`config.mk`:
```
export PLATFORM = sky130hd
export DESIGN_NAME = calcsys_ctrl
export DESIGN_NICKNAME = d
export VERILOG_FILES = /design/src/rtl/calcsys_pkg.sv /design/src/rtl/calcsys_wait_cnt.sv /design/src/rtl/calcsys_ctrl.sv
export SDC_FILE = /design/constraint.sdc
export NUM_CORES = 1
export LEC_CHECK = 0
export CAP_MARGIN = 20
export CORE_ASPECT_RATIO = 1.4
export CORE_MARGIN = 1.5
export CORE_UTILIZATION = 51
export DETAILED_ROUTE_END_ITERATION = 7
export GPL_ROUTABILITY_DRIVEN = 0
export GPL_TIMING_DRIVEN = 0
export PLACE_DENSITY = 0.82
export SLEW_MARGIN = 10
export SYNTH_ARGS = -nofsm -noshare
export SYNTH_HDL_FRONTEND = slang
export SYNTH_HIERARCHICAL = 1
export SYNTH_SLANG_ARGS = --single-unit
```
`constraint.sdc`:
```
create_clock -name clk -period 4.71 [get_ports clk]
set_input_delay 0.942 -clock clk [delete_from_list [all_inputs] [get_ports clk]]
set_output_delay 0.942 -clock clk [all_outputs]
set_load 0.1 [all_outputs]
```
`src/rtl/calcsys_pkg.sv`:
```
// Shared encodings for the 4-bit calculator controller: opcodes, FSM states,
// result-mux selects and ALU operation codes.
package calcsys_pkg;

  localparam logic [2:0] OP_PASSX = 3'b000;
  localparam logic [2:0] OP_PASSY = 3'b001;
  localparam logic [2:0] OP_ADD   = 3'b010;
  localparam logic [2:0] OP_SUB   = 3'b011;
  localparam logic [2:0] OP_AND   = 3'b100;
  localparam logic [2:0] OP_OR    = 3'b101;
  localparam logic [2:0] OP_MUL   = 3'b110;
  localparam logic [2:0] OP_DIV   = 3'b111;

  typedef enum logic [3:0] {
    S_IDLE      = 4'd0,
    S_LOAD      = 4'd1,
    S_DECODE    = 4'd2,
    S_CALC_GO   = 4'd3,
    S_CALC_WAIT = 4'd4,
    S_MUL_WAIT  = 4'd5,
    S_DIV_GO    = 4'd6,
    S_DIV_WAIT  = 4'd7,
    S_WRITE     = 4'd8,
    S_DONE      = 4'd9,
    S_ERR       = 4'd10
  } state_t;

  localparam logic [1:0] SEL_PASS = 2'b00;
  localparam logic [1:0] SEL_CALC = 2'b01;
  localparam logic [1:0] SEL_MUL  = 2'b10;
  localparam logic [1:0] SEL_DIV  = 2'b11;

  localparam logic [1:0] ALU_ADD = 2'b00;
  localparam logic [1:0] ALU_SUB = 2'b01;
  localparam logic [1:0] ALU_AND = 2'b10;
  localparam logic [1:0] ALU_OR  = 2'b11;

  function automatic logic [1:0] sel_of_op(input logic [2:0] op);
    case (op)
      OP_PASSX, OP_PASSY: return SEL_PASS;
      OP_MUL:             return SEL_MUL;
      OP_DIV:             return SEL_DIV;
      default:            return SEL_CALC;
    endcase
  endfunction

  // ALU opcodes sit contiguously from OP_ADD, so the offset is the ALU op.
  function automatic logic [1:0] alu_of_op(input logic [2:0] op);
    logic [2:0] d;
    d = op - OP_ADD;
    return d[1:0];
  endfunction

endpackage

```
`src/rtl/calcsys_wait_cnt.sv`:
```
// Wait/latency counter: synchronous clear, increment, and a compare against
// a caller-supplied limit. Shared by the multiplier latency and engine timeout.
module calcsys_wait_cnt #(
  parameter int CW = 6
) (
  input  logic          clk,
  input  logic          rst,
  input  logic          clr,
  input  logic          inc,
  input  logic [CW-1:0] limit,
  output logic          at_lim
);

  logic [CW-1:0] count;

  always_ff @(posedge clk or negedge rst) begin
    if (!rst) begin
      count <= '0;
    end else if (clr) begin
      count <= '0;
    end else if (inc) begin
      count <= count + 1'b1;
    end
  end

  assign at_lim = (count == limit);

endmodule

```
`src/rtl/calcsys_ctrl.sv`:
```
// Sequencing FSM for the 4-bit calculator: loads operands, starts the right
// engine, waits for completion or timeout, and writes Hi/Lo.
//
//   state     | meaning
//   IDLE      | waiting for a go rising edge
//   LOAD      | X/Y/F registers load
//   DECODE    | registered OP valid, pick engine
//   CALC_GO   | single-cycle ALU start
//   CALC_WAIT | wait for done_calc or timeout
//   MUL_WAIT  | fixed multiplier latency
//   DIV_GO    | single-cycle divider start
//   DIV_WAIT  | wait for done_div or timeout
//   WRITE     | Hi/Lo load
//   DONE      | done pulse
//   ERR       | error held until go drops
module calcsys_ctrl
  import calcsys_pkg::*;
#(
  parameter int MUL_LAT = 3,
  parameter int TIMEOUT = 32,
  parameter int CW      = 6
) (
  input  logic       clk,
  input  logic       rst,
  input  logic       go,
  input  logic [2:0] OP,
  input  logic       err_in,
  input  logic       done_calc,
  input  logic       done_div,
  output logic       x_en,
  output logic       y_en,
  output logic       f_en,
  output logic       hi_en,
  output logic       lo_en,
  output logic [1:0] sel_lo,
  output logic [1:0] sel_hi,
  output logic       sel_p,
  output logic [1:0] op_calc,
  output logic       go_calc,
  output logic       go_div,
  output logic       done,
  output logic       err,
  output logic [3:0] cs
);

  localparam logic [CW-1:0] MUL_LIM = CW'(MUL_LAT - 1);
  localparam logic [CW-1:0] TO_LIM  = CW'(TIMEOUT - 1);

  state_t        state;
  logic          go_q;
  logic          armed;
  logic          start;
  logic          cnt_clr;
  logic          cnt_inc;
  logic          at_lim;
  logic [CW-1:0] cnt_lim;

  // A go level held through reset is not a new request; require a low first.
  assign start = go & ~go_q & armed;

  assign cnt_inc = (state == S_CALC_WAIT) || (state == S_MUL_WAIT) || (state == S_DIV_WAIT);
  assign cnt_clr = ~cnt_inc;
  assign cnt_lim = (state == S_MUL_WAIT) ? MUL_LIM : TO_LIM;

  calcsys_wait_cnt #(.CW(CW)) u_wait_cnt (
    .clk    (clk),
    .rst    (rst),
    .clr    (cnt_clr),
    .inc    (cnt_inc),
    .limit  (cnt_lim),
    .at_lim (at_lim)
  );

  always_ff @(posedge clk or negedge rst) begin
    if (!rst) begin
      state   <= S_IDLE;
      go_q    <= 1'b0;
      armed   <= 1'b0;
      x_en    <= 1'b0;
      y_en    <= 1'b0;
      f_en    <= 1'b0;
      hi_en   <= 1'b0;
      lo_en   <= 1'b0;
      go_calc <= 1'b0;
      go_div  <= 1'b0;
      done    <= 1'b0;
      err     <= 1'b0;
    end else begin
      go_q    <= go;
      if (!go) armed <= 1'b1;
      x_en    <= 1'b0;
      y_en    <= 1'b0;
      f_en    <= 1'b0;
      hi_en   <= 1'b0;
      lo_en   <= 1'b0;
      go_calc <= 1'b0;
      go_div  <= 1'b0;
      done    <= 1'b0;
      err     <= 1'b0;
      case (state)
        S_IDLE: begin
          if (start && err_in) begin
            state <= S_ERR;
            err   <= 1'b1;
          end else if (start) begin
            state <= S_LOAD;
            x_en  <= 1'b1;
            y_en  <= 1'b1;
            f_en  <= 1'b1;
          end
        end
        S_LOAD: state <= S_DECODE;
        S_DECODE: begin
          if (OP[2:1] == 2'b00) begin
            state <= S_WRITE;
            hi_en <= 1'b1;
            lo_en <= 1'b1;
          end else if (OP == OP_MUL) begin
            state <= S_MUL_WAIT;
          end else if (OP == OP_DIV) begin
            state  <= S_DIV_GO;
            go_div <= 1'b1;
          end else begin
            state   <= S_CALC_GO;
            go_calc <= 1'b1;
          end
        end
        S_CALC_GO: state <= S_CALC_WAIT;
        S_CALC_WAIT: begin
          if (done_calc) begin
            state <= S_WRITE;
            hi_en <= 1'b1;
            lo_en <= 1'b1;
          end else if (at_lim) begin
            state <= S_ERR;
            err   <= 1'b1;
          end
        end
        S_MUL_WAIT: begin
          if (at_lim) begin
            state <= S_WRITE;
            hi_en <= 1'b1;
            lo_en <= 1'b1;
          end
        end
        S_DIV_GO: state <= S_DIV_WAIT;
        S_DIV_WAIT: begin
          if (done_div) begin
            state <= S_WRITE;
            hi_en <= 1'b1;
            lo_en <= 1'b1;
          end else if (at_lim) begin
            state <= S_ERR;
            err   <= 1'b1;
          end
        end
        S_WRITE: begin
          state <= S_DONE;
          done  <= 1'b1;
        end
        S_DONE: state <= S_IDLE;
        S_ERR: begin
          if (!go) state <= S_IDLE;
          else     err   <= 1'b1;
        end
        default: state <= S_IDLE;
      endcase
    end
  end

  always_comb begin
    sel_lo  = SEL_PASS;
    sel_p   = 1'b0;
    op_calc = ALU_ADD;
    if (state != S_IDLE && state != S_LOAD) begin
      sel_lo  = sel_of_op(OP);
      sel_p   = OP[0];
      op_calc = alu_of_op(OP);
    end
  end

  assign sel_hi = sel_lo;
  assign cs     = state;

endmodule

```
==> results.py, run 1 <==
metrics = {
    "status": {
        "outcome": "finished, final reports clean",
    },
    "timing": {
        "timing_hold_violations_final": 0,
        "slew_viol_final": 0,
        "setup_total_negative_slack_ns": 0,
        "timing.final.setup_violations": 0,
        "clock-skew-final_ns": 0.0009102,
        "final.hold.worst_slack_ns": 0.4728,
        "grt_setup_unrepaired": "no",
        "maxClockFrequency_mhz": 245.3,
        "maxSlewHeadroom": 0.3463,
        "min_period_over_period": 0.8656,
        "post_layout_minimum_cycle_time_ns": 4.077,
        "worst-slew-pin-transition_ns": 0.9774,
    },
    "finish": {
        "ant_diodes": 0,
        "final_layout_size_suffix_gt1_frac": 0.1046,
        "n_fill_cell": 168,
        "regArea_um2": 450.4,
        "finalInstanceArea_um2": 1429,
        "nNetsFinal": 164,
        "synthToLayoutAreaGrowth_pct": 31.57,
        "multi_input_area_um2": 564.3,
    },
    "pwr": {
        "leakage_uw": 0.0005955,
        "share_clk_of_total_power": 0.096,
        "p_sw_frac": 0.5827,
        "power_per_cell_area_nw_per_um2": 677.9,
        "netSwitchingPower_uw": 564.5,
        "max-vdd-ir-drop_mv": 0.5479,
        "share_of_power_burned_in_registers": 0.212,
        "comb_power_share": 0.692,
        "internal_power_uw": 404.2,
    },
    "floorplanning": {
        "die_height_um": 57.60,
        "i_o_pin_total": 29,
        "core.rowCount": 19,
        "die-area_um2": 2419,
        "floorplan.initialDensity": 0.5439,
        "floorplan.core_area_um2": 1997,
        "die_w_um": 42,
    },
    "setup_path": {
        "critPathMostFrequentCell": "sky130_fd_sc_hd__clkdlybuf4s50_1",
        "critical_path.reg2reg.startpoint": "cs[3]$_DFFE_PN0P_",
        "highest_net_fanout_along_the_worst_path": 5,
        "critPathTopFamily": "buffers and inverters",
        "setup.worst_path.start_class": "input port",
        "crit_slowest_cell": "sky130_fd_sc_hd__clkdlybuf4s50_1",
        "worstSetupEndpointType": "output port",
        "cell_by_cell_trace_of_the_critical_path": "clkdlybuf4s50_1 > or2_1 > o21ai_0 > nor2_1 > buf_4 > clkdlybuf4s50_1",
        "cp.buffers_inverters": 3,
        "timing.critical_path.slowest_cell_delay_ns": 1.12,
        "critical_path_class": "in -> out",
        "required_time_of_the_worst_setup_path_ns": 3.77,
        "setup.worst_path.start": "OP[1]",
        "worstPathArrival_ns": 3.13,
    },
    "synth": {
        "largest_family_of_logic_cells_by_synthesized_area": "simple AND/OR/NAND/NOR gates",
        "synthSimpleGateAreaFrac": 0.2730,
        "synth_compound_area_frac": 0.1302,
        "synth_area_um2": 1086,
        "synth_fa_ha_area_frac": 0.01152,
        "ys_dominant_reg_cell": "sky130_fd_sc_hd__dfrtp_1",
        "synth-xor-area-share": 0.08871,
        "synth-async-reset-ratio": 1.000,
        "synth-seq-cells": 18,
        "synth_nets": 131,
        "avgSynthCellArea_um2": 8.976,
        "ys_seq_area_frac": 0.4147,
        "share_of_cell_area_taken_by_muxes_after_synthesis": 0.009217,
        "number_of_synthesized_flops_with_an_enable_pin": 0,
        "synth.distinct_cells": 39,
        "synthesis.yosys.warnings": 6,
        "synthesized_instance_count": 121,
    },
    "clock_network": {
        "clock_path_buffers": 2,
        "cts_num_sinks": 18,
        "cts_resized": 0,
        "cts_hold_buffers": 0,
        "clock_latency_ns": 0.29,
        "ctsRootBufferMaster": "sky130_fd_sc_hd__clkbuf_4",
        "clkTransAtPathRegs_ns": 0.10,
        "post_cts.repair.setup_buffers": 0,
        "ctsHtreeMaxLevel": 1,
        "tritoncts.num_buffers": 3,
        "tritoncts_clock_tree": "yes",
    },
    "place": {
        "dpl_cell_area_um2": 1393,
        "portBuffers": 28,
        "detailed_place_hpwl_um": 1861,
    },
    "detailed_routing": {
        "drt_iter0_drc": 22,
        "drc": 0,
        "dr_vias": 985,
        "detail_route.first_pass.iterations": 4,
        "route.detailed.vias_per_inst": 5.661,
        "ant_nets": 0,
        "detail_route.wl_per_cell_um": 14.06,
        "routed_wl_um": 2447,
    },
    "grt": {
        "grt_usage": 0.2273,
        "grt_pass1_wl_um": 4174,
        "gr-usage-met2": 0.3906,
        "met3_track_demand_over_resource_in_global_routing": 0.02848,
        "pin_count_of_the_biggest_net_entering_global_routing": 19,
        "number_of_global_route_vias_before_repair": 938,
        "gr-total-overflow": 0,
        "grt_antenna_before_repair": 0,
        "globalRoute.busiestLayer": "met2",
        "grt_met1_use": 0.2703,
    },
    "worst_hold_path": {
        "path_type_of_the_worst_min_delay_path": "reg -> reg",
        "hold_path_startpoint": "armed$_DFFE_PN0N_",
    },
    "run": {
        "timing.max_cap.violations": 0,
    },
}
## worst reg2reg max path, cell delays in order (launching register included)
cell	delay [ns]
sky130_fd_sc_hd__dfrtp_1	0.44
sky130_fd_sc_hd__clkbuf_1	0.23
sky130_fd_sc_hd__nor2_1	0.25
sky130_fd_sc_hd__nand2_1	0.19
sky130_fd_sc_hd__xnor2_1	0.19
sky130_fd_sc_hd__nand4_1	0.12
sky130_fd_sc_hd__nor3_1	0.56
sky130_fd_sc_hd__nor3b_1	0.12
sky130_fd_sc_hd__o21ai_0	0.18
sky130_fd_sc_hd__o311a_1	0.20
sky130_fd_sc_hd__o32a_1	0.18
## final cells by class
cell class                      instances  share of cell area
Clock buffer                            4             0.02539
Multi-Input combinational cell         91              0.3949
Tap cell                               21             0.01839
Buffer                                 10             0.04466
Inverter                                2            0.005254
Sequential cell                        18              0.3152
Timing Repair Buffer                   28              0.1961
## layer usage
layer | routed length [um] | vias up
met5 | 0 | -
met4 | 40 | 0
met3 | 137 | 4
met2 | 1310 | 42
met1 | 958 | 457
li1 | - | 482
## sequential cells by signal, summed over array words and instances, names as in the netlist
register / flops
u_wait_cnt/count: 6
go_q: 1
go_div: 1
go_calc: 1
f_en: 1
done: 1
armed: 1
lo_en: 1
cs: 4
err: 1
## power groups by stage
stage	logic, uW	registers (uW)	clock network [uW]
after global routing	701	211	103
after detailed placement	667	207	0
after floorplan	375	356	0
after global placement	663	206	0
final	670	205	93.0
after CTS	671	204	96.5
## metrics by stage
step / cells / utilization / total power, uW / worst slack [ns]
after floorplan: 121 / - / 731.2 / 0.4497
after global placement: 170 / 0.6974 / 869.6 / 0.6479
after detailed placement: 170 / 0.6974 / 874.4 / 0.6308
after CTS: 174 / 0.7155 / 972.0 / 0.6216
after global routing: 174 / 0.7155 / 1015 / 0.5033
final: 174 / 0.7155 / 968.7 / 0.6331
## placed cells by master (no fill, tap or decap), types with 3 or more instances in the layout
| cell | count |
|---|---|
| sky130_fd_sc_hd__clkdlybuf4s50_1 | 28 |
| sky130_fd_sc_hd__dfrtp_1 | 18 |
| sky130_fd_sc_hd__nor2_1 | 11 |
| sky130_fd_sc_hd__nand2_1 | 10 |
| sky130_fd_sc_hd__a21oi_1 | 8 |
| sky130_fd_sc_hd__nor3_1 | 7 |
| sky130_fd_sc_hd__xnor2_1 | 6 |
| sky130_fd_sc_hd__buf_4 | 6 |
| sky130_fd_sc_hd__o21ai_0 | 5 |
| sky130_fd_sc_hd__or3_1 | 5 |
| sky130_fd_sc_hd__xor2_1 | 5 |
| sky130_fd_sc_hd__buf_2 | 3 |
| sky130_fd_sc_hd__nor2b_1 | 3 |
| sky130_fd_sc_hd__nand4_1 | 3 |
| sky130_fd_sc_hd__clkbuf_4 | 3 |
## synth_stat cells (all sizes together) (3+ instances only)
master	n	area, um2
dfrtp	18	450.4
nor2	11	41.29
nand2	10	37.54
buf	9	60.05
a21oi	8	40.04
nor3	7	35.03
xnor2	6	52.55
o21ai	5	25.02
or3	5	31.28
xor2	5	43.79
nand4	4	31.28
nor2b	3	18.77
## kinds of logic after synthesis
family          Yosys count
fa+ha+maj                 1
buf+inv                  12
mux                       1
xor+xnor                 11
compound gates           22
other cells               2
simple gates             54
flops                    18
## worst paths after layout
path,endpoint,slack (ns),cells after the start
min,armed$_DFFE_PN0N_,0.47,1
max,sel_lo[0],0.63,6
min reg2reg,armed$_DFFE_PN0N_,0.47,1
max in group asynchronous,go_q$_DFF_PN0_,3.11,1
min in group asynchronous,f_en$_DFF_PN0_,1.11,1
max reg2reg,cs[3]$_DFFE_PN0P_,2.00,10
No activity file was read; power rests on OpenSTA's default activity.
==> run 2, diff against run 1 <==
--- a/config.mk
+++ b/config.mk
@@ -8,11 +8,11 @@
 export CAP_MARGIN = 20
 export CORE_ASPECT_RATIO = 1.4
 export CORE_MARGIN = 1.5
-export CORE_UTILIZATION = 51
+export CORE_UTILIZATION = 43
 export DETAILED_ROUTE_END_ITERATION = 7
 export GPL_ROUTABILITY_DRIVEN = 0
 export GPL_TIMING_DRIVEN = 0
-export PLACE_DENSITY = 0.82
+export PLACE_DENSITY = 0.73
 export SLEW_MARGIN = 10
 export SYNTH_ARGS = -nofsm -noshare
 export SYNTH_HDL_FRONTEND = slang
==> constraint.sdc (replaced) <==
create_clock -name clk -period 3.5 [get_ports clk]
set_input_delay 0.7 -clock clk [delete_from_list [all_inputs] [get_ports clk]]
set_output_delay 0.7 -clock clk [all_outputs]
set_load 0.1 [all_outputs]
==> results.py, run 2 (synthesis gave the netlist of run 1 again) <==
metrics = {
    "timing": {
        "post_layout_minimum_cycle_time_ns": 3.341,
        "finalWorstSetupSlack_ns": 0.1590,
        "maxClockFrequency_mhz": 299.3,
        "grt_setup_unrepaired": "no",
        "setup_total_negative_slack_ns": 0,
        "maxSlewHeadroom": 0.3413,
        "min_period_over_period": 0.9546,
        "worst-slew-pin-transition_ns": 0.9849,
        "slew_viol_final": 0,
        "timing.final.setup_violations": 0,
        "timing_hold_violations_final": 0,
        "final.hold.worst_slack_ns": 0.4762,
        "clock-skew-final_ns": 0.001718,
    },
    "detailed_routing": {
        "detail_route.first_pass.iterations": 4,
        "route.detailed.vias_per_inst": 5.262,
        "drc": 0,
        "drt_iter0_drc": 19,
        "dr_wl_met3_um": 96,
        "detail_route.wirelength.met1_um": 984,
        "maxUsedRoutingLayer": "met4",
        "ant_nets": 0,
        "dr_vias": 984,
        "detail_route.wl_per_cell_um": 13.57,
        "routed_wl_um": 2538,
        "wl_met2_um": 1388,
    },
    "worst_hold_path": {
        "path_type_of_the_worst_min_delay_path": "reg -> reg",
        "hold_path_startpoint": "armed$_DFFE_PN0N_",
    },
    "status": {
        "outcome": "finished, final reports clean",
    },
    "setup_path": {
        "worstPathArrival_ns": 2.64,
        "critical_path_class": "in -> out",
        "required_time_of_the_worst_setup_path_ns": 2.80,
        "setup.worst_path.start_class": "input port",
        "worstSetupEndpointType": "output port",
        "crit_slowest_cell": "sky130_fd_sc_hd__dlygate4sd2_1",
        "setup.worst_path.start": "OP[1]",
        "cell_by_cell_trace_of_the_critical_path": "clkdlybuf4s50_1 > or2_1 > o21ai_0 > nor2_1 > buf_4 > dlygate4sd2_1",
        "critical_path.reg2reg.startpoint": "cs[3]$_DFFE_PN0P_",
        "highest_net_fanout_along_the_worst_path": 5,
        "timing.critical_path.slowest_cell_delay_ns": 0.85,
    },
    "clock_network": {
        "cts_hold_buffers": 0,
        "clock_path_buffers": 2,
        "ctsRootBufferMaster": "sky130_fd_sc_hd__clkbuf_4",
        "ctsHtreeMaxLevel": 1,
        "clkTransAtPathRegs_ns": 0.10,
        "tritoncts_clock_tree": "yes",
        "cts_num_sinks": 18,
        "tritoncts.num_buffers": 3,
        "clock_latency_ns": 0.29,
        "post_cts.repair.setup_buffers": 0,
    },
    "grt": {
        "pin_count_of_the_biggest_net_entering_global_routing": 19,
        "grt_usage": 0.2017,
        "grt_pass1_wl_um": 4395,
        "gr-total-overflow": 0,
        "number_of_global_route_vias_before_repair": 1044,
        "grt_antenna_before_repair": 0,
    },
    "finish": {
        "finalInstanceArea_um2": 1448,
        "final-instance-count-excl-fill": 187,
        "nNetsFinal": 164,
        "top_register": "u_wait_cnt/count",
        "final_layout_size_suffix_gt1_frac": 0.1111,
        "top_library_cells_by_usage_in_the_layout_fill_and_taps_aside": "25 x sky130_fd_sc_hd__clkdlybuf4s50_1, 18 x sky130_fd_sc_hd__dfrtp_1, 11 x sky130_fd_sc_hd__nor2_1",
        "ant_diodes": 0,
        "synthToLayoutAreaGrowth_pct": 33.30,
        "layout.cells.most_common": "sky130_fd_sc_hd__clkdlybuf4s50_1",
        "largest_reg_flops": 6,
    },
    "floorplanning": {
        "floorplan.initialDensity": 0.4542,
        "die_height_um": 62.47,
        "die-area_um2": 2841,
        "i_o_pin_total": 29,
        "floorplan.core_area_um2": 2391,
        "core.rowCount": 21,
        "die_w_um": 45.48,
    },
    "pwr": {
        "max-vdd-ir-drop_mv": 0.7086,
        "leakage_uw": 0.0006174,
        "power_per_cell_area_nw_per_um2": 901.2,
    },
    "place": {
        "post-place-cells": 183,
        "dpl_worst_slack_ns": -0.1470,
        "dpl_cell_area_um2": 1411,
        "detailed_place_hpwl_um": 1987,
        "portBuffers": 28,
    },
    "run": {
        "timing.max_cap.violations": 0,
    },
}
## run 2: power breakdown
part	internal [uW]	switching (uW)	total, uW	leakage, uW
Clock	63.4	63.8	127	0.0000210
Sequential	240	37.1	277	0.000238
Combinational	234	666	901	0.000358
Total	537	767	1300	0.000617
## run 2: worst paths after layout
path                            cells after the start                 to  slack [ns]
worst max-delay path                                6          sel_lo[0]        0.16
worst min-delay path                                1  armed$_DFFE_PN0N_        0.48
worst max register to register                     10  cs[3]$_DFFE_PN0P_        0.70
worst min register to register                      1  armed$_DFFE_PN0N_        0.48
max in group asynchronous                           1   go_div$_DFF_PN0_        2.14
min in group asynchronous                           1    lo_en$_DFF_PN0_        0.86
## run 2: what timing repair did
| item | CTS | global route |
|---|---|---|
| gates resized for setup | 2 | 1 |
| endpoints found under the setup margin | 2 | 1 |
| cloned | 0 | 0 |
| hold endpoints to repair | 0 | 0 |
## run 2: per-stage QoR
stage	power, uW	util
2_1_floorplan	985.9	-
3_3_place_gp	1179	0.5903
3_5_place_dp	1187	0.5903
4_1_cts	1309	0.6044
5_1_grt	1365	0.6054
6_report	1305	0.6054
## run 2: routing by layer
layer,track usage,vias to the layer above
met2,0.3486,32
met5,0,-
met3,0.02312,8
met4,0.09559,0
met1,0.2319,466
li1,-,478
## run 2: final cells by class
type                            instances  area [um2]
Buffer                                 10       63.81
Multi-Input combinational cell         91       566.8
Fill cell                             213       943.4
Tap cell                               34       42.54
Timing Repair Buffer                   28       280.3
Sequential cell                        18       450.4
Clock buffer                            4       36.28
Inverter                                2       7.507
## run 2: critical path, delay by kind of cell
| family | cells | cell delay, ns |
|---|---|---|
| buf+inv | 3 | 1.51 |
| compound gates | 1 | 0.12 |
| simple gates | 2 | 0.30 |
